==> src/rtl/rps_pkg.sv <==
// Shared rock-paper-scissors definitions: move codes, FSM states and the
// helpers used to turn a row of transition counts into a prediction.
package rps_pkg;

  typedef logic [1:0] move_t;

  localparam move_t MOVE_ROCK     = 2'd0;
  localparam move_t MOVE_PAPER    = 2'd1;
  localparam move_t MOVE_SCISSORS = 2'd2;
  localparam move_t MOVE_ILLEGAL  = 2'd3;

  // Counters are widened to this before argmax so the helper is width-agnostic.
  localparam int CNT_MAX_W = 16;

  typedef logic [2:0][CNT_MAX_W-1:0] counts_t;

  typedef struct packed {
    move_t idx;
    logic  uniq;
  } argmax_t;

  typedef enum logic [1:0] {
    ST_CLEAR  = 2'd0,
    ST_IDLE   = 2'd1,
    ST_UPDATE = 2'd2,
    ST_DECIDE = 2'd3
  } state_t;

  function automatic move_t beats(move_t m);
    case (m)
      MOVE_ROCK:     return MOVE_PAPER;
      MOVE_PAPER:    return MOVE_SCISSORS;
      MOVE_SCISSORS: return MOVE_ROCK;
      default:       return MOVE_PAPER;
    endcase
  endfunction

  // First maximum found scanning start, start+1, start+2 (mod 3).
  function automatic argmax_t argmax3(counts_t counts, move_t start);
    argmax_t              res;
    logic [CNT_MAX_W-1:0] mx;
    logic [CNT_MAX_W-1:0] cur;
    move_t                idx;
    logic                 found;
    logic [1:0]           n_eq;
    mx       = (counts[1] > counts[0]) ? counts[1] : counts[0];
    mx       = (counts[2] > mx) ? counts[2] : mx;
    idx      = start;
    found    = 1'b0;
    n_eq     = 2'd0;
    res.idx  = start;
    res.uniq = 1'b0;
    for (int k = 0; k < 3; k++) begin
      case (idx)
        2'd0:    cur = counts[0];
        2'd1:    cur = counts[1];
        default: cur = counts[2];
      endcase
      if (cur == mx) begin
        n_eq = n_eq + 2'd1;
        if (!found) begin
          res.idx = idx;
          found   = 1'b1;
        end
      end
      idx = (idx == 2'd2) ? 2'd0 : idx + 2'd1;
    end
    res.uniq = (n_eq == 2'd1);
    return res;
  endfunction

endpackage

==> src/rtl/mod3_rotor.sv <==
// Free-running 0->1->2->0 counter; seeds warm-up guesses and the tie-break
// scan start.
module mod3_rotor (
  input  logic       clock,
  input  logic       reset,
  output logic [1:0] value
);

  // advance every cycle, never reaching 3
  always_ff @(posedge clock) begin
    if (reset) begin
      value <= 2'd0;
    end else if (value == 2'd2) begin
      value <= 2'd0;
    end else begin
      value <= value + 2'd1;
    end
  end

endmodule

==> src/rtl/markov_predictor.sv <==
// Order-N Markov predictor for rock-paper-scissors: learns opponent move
// transitions in a saturating count table and plays the move that beats the
// most likely next opponent move.
module markov_predictor
  import rps_pkg::*;
#(
  parameter int ORDER = 1,
  parameter int CNT_W = 8
) (
  input  logic       clock,
  input  logic       reset,
  input  logic       clear,
  input  logic       move_valid,
  input  logic [1:0] move_in,
  output logic       move_ready,
  output logic       choice_valid,
  output logic [1:0] choice,
  output logic [1:0] predicted,
  output logic       confident,
  output logic       bad_move
);

  localparam int ROWS = 4 ** ORDER;
  localparam int HW   = 2 * ORDER;

  state_t                  state_r;
  state_t                  state_nxt_s;
  logic [HW-1:0]           sweep_r;
  logic [HW-1:0]           history_r;
  logic [HW-1:0]           hist_nxt_s;
  logic [1:0]              hist_cnt_r;
  logic [1:0]              hist_cnt_nxt_s;
  move_t                   move_r;
  logic [1:0]              rotor_s;
  logic [1:0]              rotor_nxt_s;
  logic                    accept_s;
  logic                    upd_apply_s;
  logic                    sat_s;
  logic [2:0][CNT_W-1:0]   table_r [ROWS];
  logic [2:0][CNT_W-1:0]   cur_row_s;
  logic [2:0][CNT_W-1:0]   upd_row_s;
  logic [2:0][CNT_W-1:0]   dec_row_s;
  counts_t                 dec_counts_s;
  argmax_t                 am_s;
  move_t                   pred_s;
  logic                    conf_s;

  mod3_rotor u_rotor (
    .clock (clock),
    .reset (reset),
    .value (rotor_s)
  );

  // state register
  always_ff @(posedge clock) begin
    if (reset) begin
      state_r <= ST_CLEAR;
    end else begin
      state_r <= state_nxt_s;
    end
  end

  // next-state logic; clear wins over a simultaneous move
  always_comb begin
    state_nxt_s = state_r;
    case (state_r)
      ST_CLEAR:  state_nxt_s = (sweep_r == HW'(ROWS - 1)) ? ST_IDLE : ST_CLEAR;
      ST_IDLE: begin
        if (clear) begin
          state_nxt_s = ST_CLEAR;
        end else if (move_valid && (move_in != MOVE_ILLEGAL)) begin
          state_nxt_s = ST_UPDATE;
        end else begin
          state_nxt_s = ST_IDLE;
        end
      end
      ST_UPDATE: state_nxt_s = ST_DECIDE;
      ST_DECIDE: state_nxt_s = ST_IDLE;
      default:   state_nxt_s = ST_CLEAR;
    endcase
  end

  // handshake output decode
  always_comb begin
    move_ready = (state_r == ST_IDLE);
  end

  assign accept_s = move_valid & move_ready & ~clear;

  // row update for the current context: halve the row on saturation, then bump
  always_comb begin
    upd_apply_s = (hist_cnt_r == 2'(ORDER));
    cur_row_s   = table_r[history_r];
    sat_s       = 1'b0;
    for (int i = 0; i < 3; i++) begin
      sat_s = sat_s | ((move_r == 2'(i)) && (cur_row_s[i] == {CNT_W{1'b1}}));
    end
    upd_row_s = cur_row_s;
    for (int i = 0; i < 3; i++) begin
      upd_row_s[i] = (upd_apply_s && sat_s) ? (cur_row_s[i] >> 1) : cur_row_s[i];
      upd_row_s[i] = (upd_apply_s && (move_r == 2'(i))) ? (upd_row_s[i] + CNT_W'(1'b1))
                                                         : upd_row_s[i];
    end
  end

  // The decision is formed during UPDATE so it is registered for the DECIDE
  // cycle; when the new context row is the one being written, use the new data.
  always_comb begin
    hist_nxt_s     = HW'(history_r << 2) | HW'(move_r);
    hist_cnt_nxt_s = (hist_cnt_r == 2'(ORDER)) ? hist_cnt_r : hist_cnt_r + 2'd1;
    dec_row_s      = (hist_nxt_s == history_r) ? upd_row_s : table_r[hist_nxt_s];
    for (int i = 0; i < 3; i++) begin
      dec_counts_s[i] = CNT_MAX_W'(dec_row_s[i]);
    end
    rotor_nxt_s = (rotor_s == 2'd2) ? 2'd0 : rotor_s + 2'd1;
    am_s        = argmax3(dec_counts_s, rotor_nxt_s);
    if (hist_cnt_nxt_s < 2'(ORDER)) begin
      pred_s = rotor_nxt_s;
      conf_s = 1'b0;
    end else begin
      pred_s = am_s.idx;
      conf_s = am_s.uniq;
    end
  end

  // context, latched move and registered outputs
  always_ff @(posedge clock) begin
    if (reset) begin
      sweep_r      <= '0;
      history_r    <= '0;
      hist_cnt_r   <= 2'd0;
      move_r       <= MOVE_ROCK;
      choice_valid <= 1'b0;
      choice       <= 2'd0;
      predicted    <= 2'd0;
      confident    <= 1'b0;
      bad_move     <= 1'b0;
    end else begin
      choice_valid <= 1'b0;
      bad_move     <= 1'b0;
      case (state_r)
        ST_CLEAR: sweep_r <= sweep_r + HW'(1);
        ST_IDLE: begin
          if (clear) begin
            history_r  <= '0;
            hist_cnt_r <= 2'd0;
            sweep_r    <= '0;
          end else if (accept_s) begin
            move_r   <= move_in;
            bad_move <= (move_in == MOVE_ILLEGAL);
          end
        end
        ST_UPDATE: begin
          history_r    <= hist_nxt_s;
          hist_cnt_r   <= hist_cnt_nxt_s;
          choice_valid <= 1'b1;
          predicted    <= pred_s;
          choice       <= beats(pred_s);
          confident    <= conf_s;
        end
        default: sweep_r <= sweep_r;
      endcase
    end
  end

  // transition table: one row written per cycle
  always_ff @(posedge clock) begin
    if (state_r == ST_CLEAR) begin
      table_r[sweep_r] <= '0;
    end else if ((state_r == ST_UPDATE) && upd_apply_s) begin
      table_r[history_r] <= upd_row_s;
    end
  end

endmodule

==> config.mk <==
export PLATFORM = sky130hd
export DESIGN_NAME = markov_predictor
export DESIGN_NICKNAME = d
export VERILOG_FILES = /design/src/rtl/rps_pkg.sv /design/src/rtl/mod3_rotor.sv /design/src/rtl/markov_predictor.sv
export SDC_FILE = /design/constraint.sdc
export NUM_CORES = 1
export LEC_CHECK = 0
export BUFFER_PORTS_ARGS = -buffer_cell sky130_fd_sc_hd__buf_4
export CORE_MARGIN = 3
export CORE_UTILIZATION = 40
export DETAILED_ROUTE_END_ITERATION = 10
export GPL_TIMING_DRIVEN = 1
export SLEW_MARGIN = 0
export SYNTH_ARGS = -nofsm -noshare
export SYNTH_HDL_FRONTEND = slang
export SYNTH_SLANG_ARGS = --single-unit
==> constraint.sdc <==
create_clock -name clock -period 8.8 [get_ports clock]
set_clock_uncertainty 0.2 [all_clocks]
set_input_delay 1.76 -clock clock [delete_from_list [all_inputs] [get_ports clock]]
set_output_delay 1.76 -clock clock [all_outputs]
set_load 0.005 [all_outputs]
==> results.toml <==
[outcome]
run_status = "complete, no violations"

[cells_and_area]
area_of_the_multi_input_gates_sq_um = 6000
layout.cells.most_common = "sky130_fd_sc_hd__buf_4"
postLayoutCellArea_sq_um = 11900
area.sequential_sq_um = 3350
layout.cells.most_common_list = "173 x sky130_fd_sc_hd__buf_4, 96 x sky130_fd_sc_hd__edfxtp_1, 89 x sky130_fd_sc_hd__nand2_1"
antennaDiodeCount = 0
area_growth_syn_to_layout_pct = 28.2
n_fill_cell = 2002
layout-drive-gt1-share_pct = 36.4
finalNetCount = 1085

[placement]
placed_cell_area_sq_um = 10800
globalplace.congestion = 1.00
dp_hpwl_um = 22600
placement.io_buffers = 13
detailedPlace.worstSlack_ns = -0.232

[synth]
yosys_register_bits = 119
synth.yosys.seq_area_share_pct = 35.9
async_reset_ff_share_pct = 0
synth_cell_type_count = 103
netlist_instances = 910
synth_edf_count = 96
synthDominantAreaCellType = "sky130_fd_sc_hd__edfxtp_1"
syn-num-nets = 940
syn_area_per_cell_sq_um = 10.2
synth_area_sq_um = 9320
post-synth-top-area-fraction_pct = 30.9
synth_flop_cell = "sky130_fd_sc_hd__edfxtp_1"
ys_top_cells_by_area = "sky130_fd_sc_hd__edfxtp_1 31%, sky130_fd_sc_hd__mux4_2 11%, sky130_fd_sc_hd__dfxtp_1 4.9%, sky130_fd_sc_hd__nand2_1 3.7%, sky130_fd_sc_hd__ha_1 3.2%"
yosysWarnings = 0

[sta]
relSlewSlack_pct = 9.16
setup_viol = 0
max_freq_mhz = 114
fin_ws_ns = 0.0545
period_needed_ns = 8.75
slew_viol_final = 0
share_of_the_cycle_needed_by_the_critical_path_after_routing_pct = 99.4
finalHoldViolCount = 0
tightestPinTransition_ns = 1.33
setup_repair_after_global_routing_missed_its_margin = "yes"

[cts]
htree_num_levels = 4
clk-insertion-delay-late_ns = 0.43
cts_clk_pin_slew_worst_paths_ns = 0.06
cts.root.buffer_cell = "sky130_fd_sc_hd__clkbuf_16"
numCtsBuffers = 17
tritoncts_num_sinks = 119
cts_tree = "built"
cts_buffer_depth = 2

[drt]
drtPass1Iterations = 5
routed_wl_um = 30900
detailroute.via_count = 8438
routedWlPerCell_um = 22.4
dr.first_iter.drc_count = 1012
route.antenna.remaining_nets = 0
drcViolationCount = 0
viasPerCell = 6.11

[min_path]
worst_hold_path_type = "flip-flop to flip-flop"
hold_path_cell_cnt = 2
worst_hold_startpoint = "confident$_SDFFE_PP0P_"
timing.hold.worst_endpoint = "confident$_SDFFE_PP0P_"

[die]
fp.dieArea_sq_um = 25200
rows = 55
ioPinCount = 14
dieHeight_um = 159
floorplan.initialDensity_pct = 40.9
die_boundary_width_um = 159
core_area_sq_um = 22800

[critical_path]
critPathMaxFanout = 8
cp_data_arrival_time_ns = 8.91
critical_path.reg2reg.endpoint = "choice[0]$_SDFFE_PP0P_"
critical_path.slowest_cell = "sky130_fd_sc_hd__or4b_4"
rr_worst_depth = 42
required_ns = 8.96
timing_worst_setup_path_type = "flip-flop to flip-flop"
path_common_cell = "sky130_fd_sc_hd__a21o_1"
worst-r2r-setup-slack_ns = 0.05
timing.critical_path.to_type = "flip-flop"
critical_path.max_stage_delay_ns = 0.51
timing.critical_path.from_type = "flip-flop"

[grt]
grt-ovfl-total = 0
antenna_found_initial = 0
grt_util_all_layers_pct = 24.3
grt_pass1_vias = 7923
grt_start_max_net_pins = 32
wire_length_of_the_first_global_routing_pass_um = 46400

[run]
drv.max_cap_violation_count = 0

[pwr]
p_int_uw = 1720
irDropWorstVdd_mv = 0.137
clock_power_share_pct = 22.2
seqPwrFrac_pct = 24.8
p_sw_uw = 1090
power.static_leakage_uw = 0.00439
power_density_nw_per_um2 = 235
pwr-share-comb_pct = 53.0
power.switching_fraction_pct = 38.6
## final cells by class
type,count,share of cell area (%)
Clock buffer,18,3.59
Clock inverter,14,0.849
Inverter,31,1.01
Multi-Input combinational cell,697,50.3
Sequential cell,119,28.0
Tap cell,313,3.28
Timing Repair Buffer,189,13.0
## cells by family (layout without fill, tap and decap cells)
family / Yosys count / after routing / synth area share (%)
AO/OA/AOI/OAI: 239 / 239 / 19.9
XOR/XNOR: 34 / 34 / 3.20
adder cells (fa/ha/maj): 24 / 24 / 3.22
buffers and inverters: 94 / 252 / 4.56
flip-flops: 119 / 119 / 35.9
multiplexers: 75 / 75 / 14.4
AND/OR/NAND/NOR: 325 / 325 / 18.9
## power by group through the flow
stage                     Combinational [uW]  Clock [uW]  Sequential, uW
after floorplan                          802           0             693
after global placement                  1270           0             703
after detailed placement                1280           0             706
final                                   1490         625             697
after CTS                               1320         635             695
after global routing                    1590         665             701
## cell usage after synthesis (5+ instances only)
library cell and number:
sky130_fd_sc_hd__a221oi_1 5, sky130_fd_sc_hd__o311ai_0 7, sky130_fd_sc_hd__or3_1 5, sky130_fd_sc_hd__and2_1 18, sky130_fd_sc_hd__nor3b_1 6, sky130_fd_sc_hd__nor3_1 18
sky130_fd_sc_hd__nor4_1 8, sky130_fd_sc_hd__xnor2_1 22, sky130_fd_sc_hd__nand2b_1 6, sky130_fd_sc_hd__nor2_1 73, sky130_fd_sc_hd__o211a_1 6, sky130_fd_sc_hd__inv_1 26
sky130_fd_sc_hd__a211oi_1 17, sky130_fd_sc_hd__a21o_1 11, sky130_fd_sc_hd__mux2_2 9, sky130_fd_sc_hd__o31ai_1 8, sky130_fd_sc_hd__o21ai_0 34, sky130_fd_sc_hd__a22oi_1 7
sky130_fd_sc_hd__buf_2 11, sky130_fd_sc_hd__clkbuf_1 36, sky130_fd_sc_hd__or2_2 6, sky130_fd_sc_hd__buf_4 7, sky130_fd_sc_hd__nand2_1 93, sky130_fd_sc_hd__nand4_1 19
sky130_fd_sc_hd__edfxtp_1 96, sky130_fd_sc_hd__o211ai_1 15, sky130_fd_sc_hd__a21oi_1 39, sky130_fd_sc_hd__mux2i_1 19, sky130_fd_sc_hd__and3_1 9, sky130_fd_sc_hd__nand3b_1 5
sky130_fd_sc_hd__nor2b_1 5, sky130_fd_sc_hd__ha_1 24, sky130_fd_sc_hd__dfxtp_1 23, sky130_fd_sc_hd__xor2_1 12, sky130_fd_sc_hd__buf_1 6, sky130_fd_sc_hd__nand3_1 20
sky130_fd_sc_hd__mux4_2 46, sky130_fd_sc_hd__a31oi_1 10
## flip-flops by register name (all words and copies together), names as in the netlist, 2 cells and up, named ones only
signal / flops
hist_nxt_s: 2
predicted: 2
table_r: 96
sweep_r: 2
hist_cnt_r: 2
u_rotor.value: 2
history_r: 2
choice: 2
## through the flow
| step | hold slack (ns) | power [uW] | util, % | TNS, ns | instances |
|---|---|---|---|---|---|
| 2_1_floorplan | 0.253 | 1500 | - | 0 | 910 |
| 3_3_place_gp | 0.243 | 1980 | 47.3 | -0.191 | 1322 |
| 3_5_place_dp | 0.250 | 1990 | 47.3 | -0.357 | 1322 |
| 4_1_cts | 0.262 | 2650 | 50.1 | 0 | 1357 |
| 5_1_grt | 0.275 | 2960 | 52.4 | -0.433 | 1381 |
| 6_report | 0.260 | 2810 | 52.4 | 0 | 1381 |
## critical path, delay by kind of cell (launching register included)
family,cells,cell delay [ns]
xor gates and xnor gates,2,0.22
and+or+nand+nor,9,2.01
adders and majority gates,5,1.28
DFF,1,0.38
muxes,3,0.96
AOI/OAI and AO/OA,17,2.84
buffers and inverters,6,0.75
## layer usage
metal	vias to the layer above	part of all wire, %	GRT usage (%)	wire length (um)
li1	3862	-	-	-
met1	4082	43	34.8	13400
met2	425	46	37.7	14200
met3	69	7.8	3.83	2400
met4	0	2.7	8.07	848
met5	-	0	0	0
## worst max-delay path by stage
stage,cells past startpoint,startpoint,slack (ns),to
5_1_grt,49,flip-flop,-0.24,choice[0]$_SDFFE_PP0P_
4_1_cts,45,flip-flop,0.001,choice[0]$_SDFFE_PP0P_
3_5_place_dp,43,flip-flop,-0.23,choice[0]$_SDFFE_PP0P_
6_report,42,flip-flop,0.05,choice[0]$_SDFFE_PP0P_
3_3_place_gp,44,flip-flop,-0.14,choice[0]$_SDFFE_PP0P_
2_1_floorplan,48,flip-flop,0.06,choice[0]$_SDFFE_PP0P_
## repair_timing
action                                  4_1_cts  5_1_grt
endpoints found under the setup margin        2        5
hold buffers                                  0        0
endpoints found under the hold margin         0        0
gates resized for setup                      14       78
pin swaps                                     4       54
gates cloned                                  0        1
setup buffers                                 3       24
(Power assumes the default switching activity.)
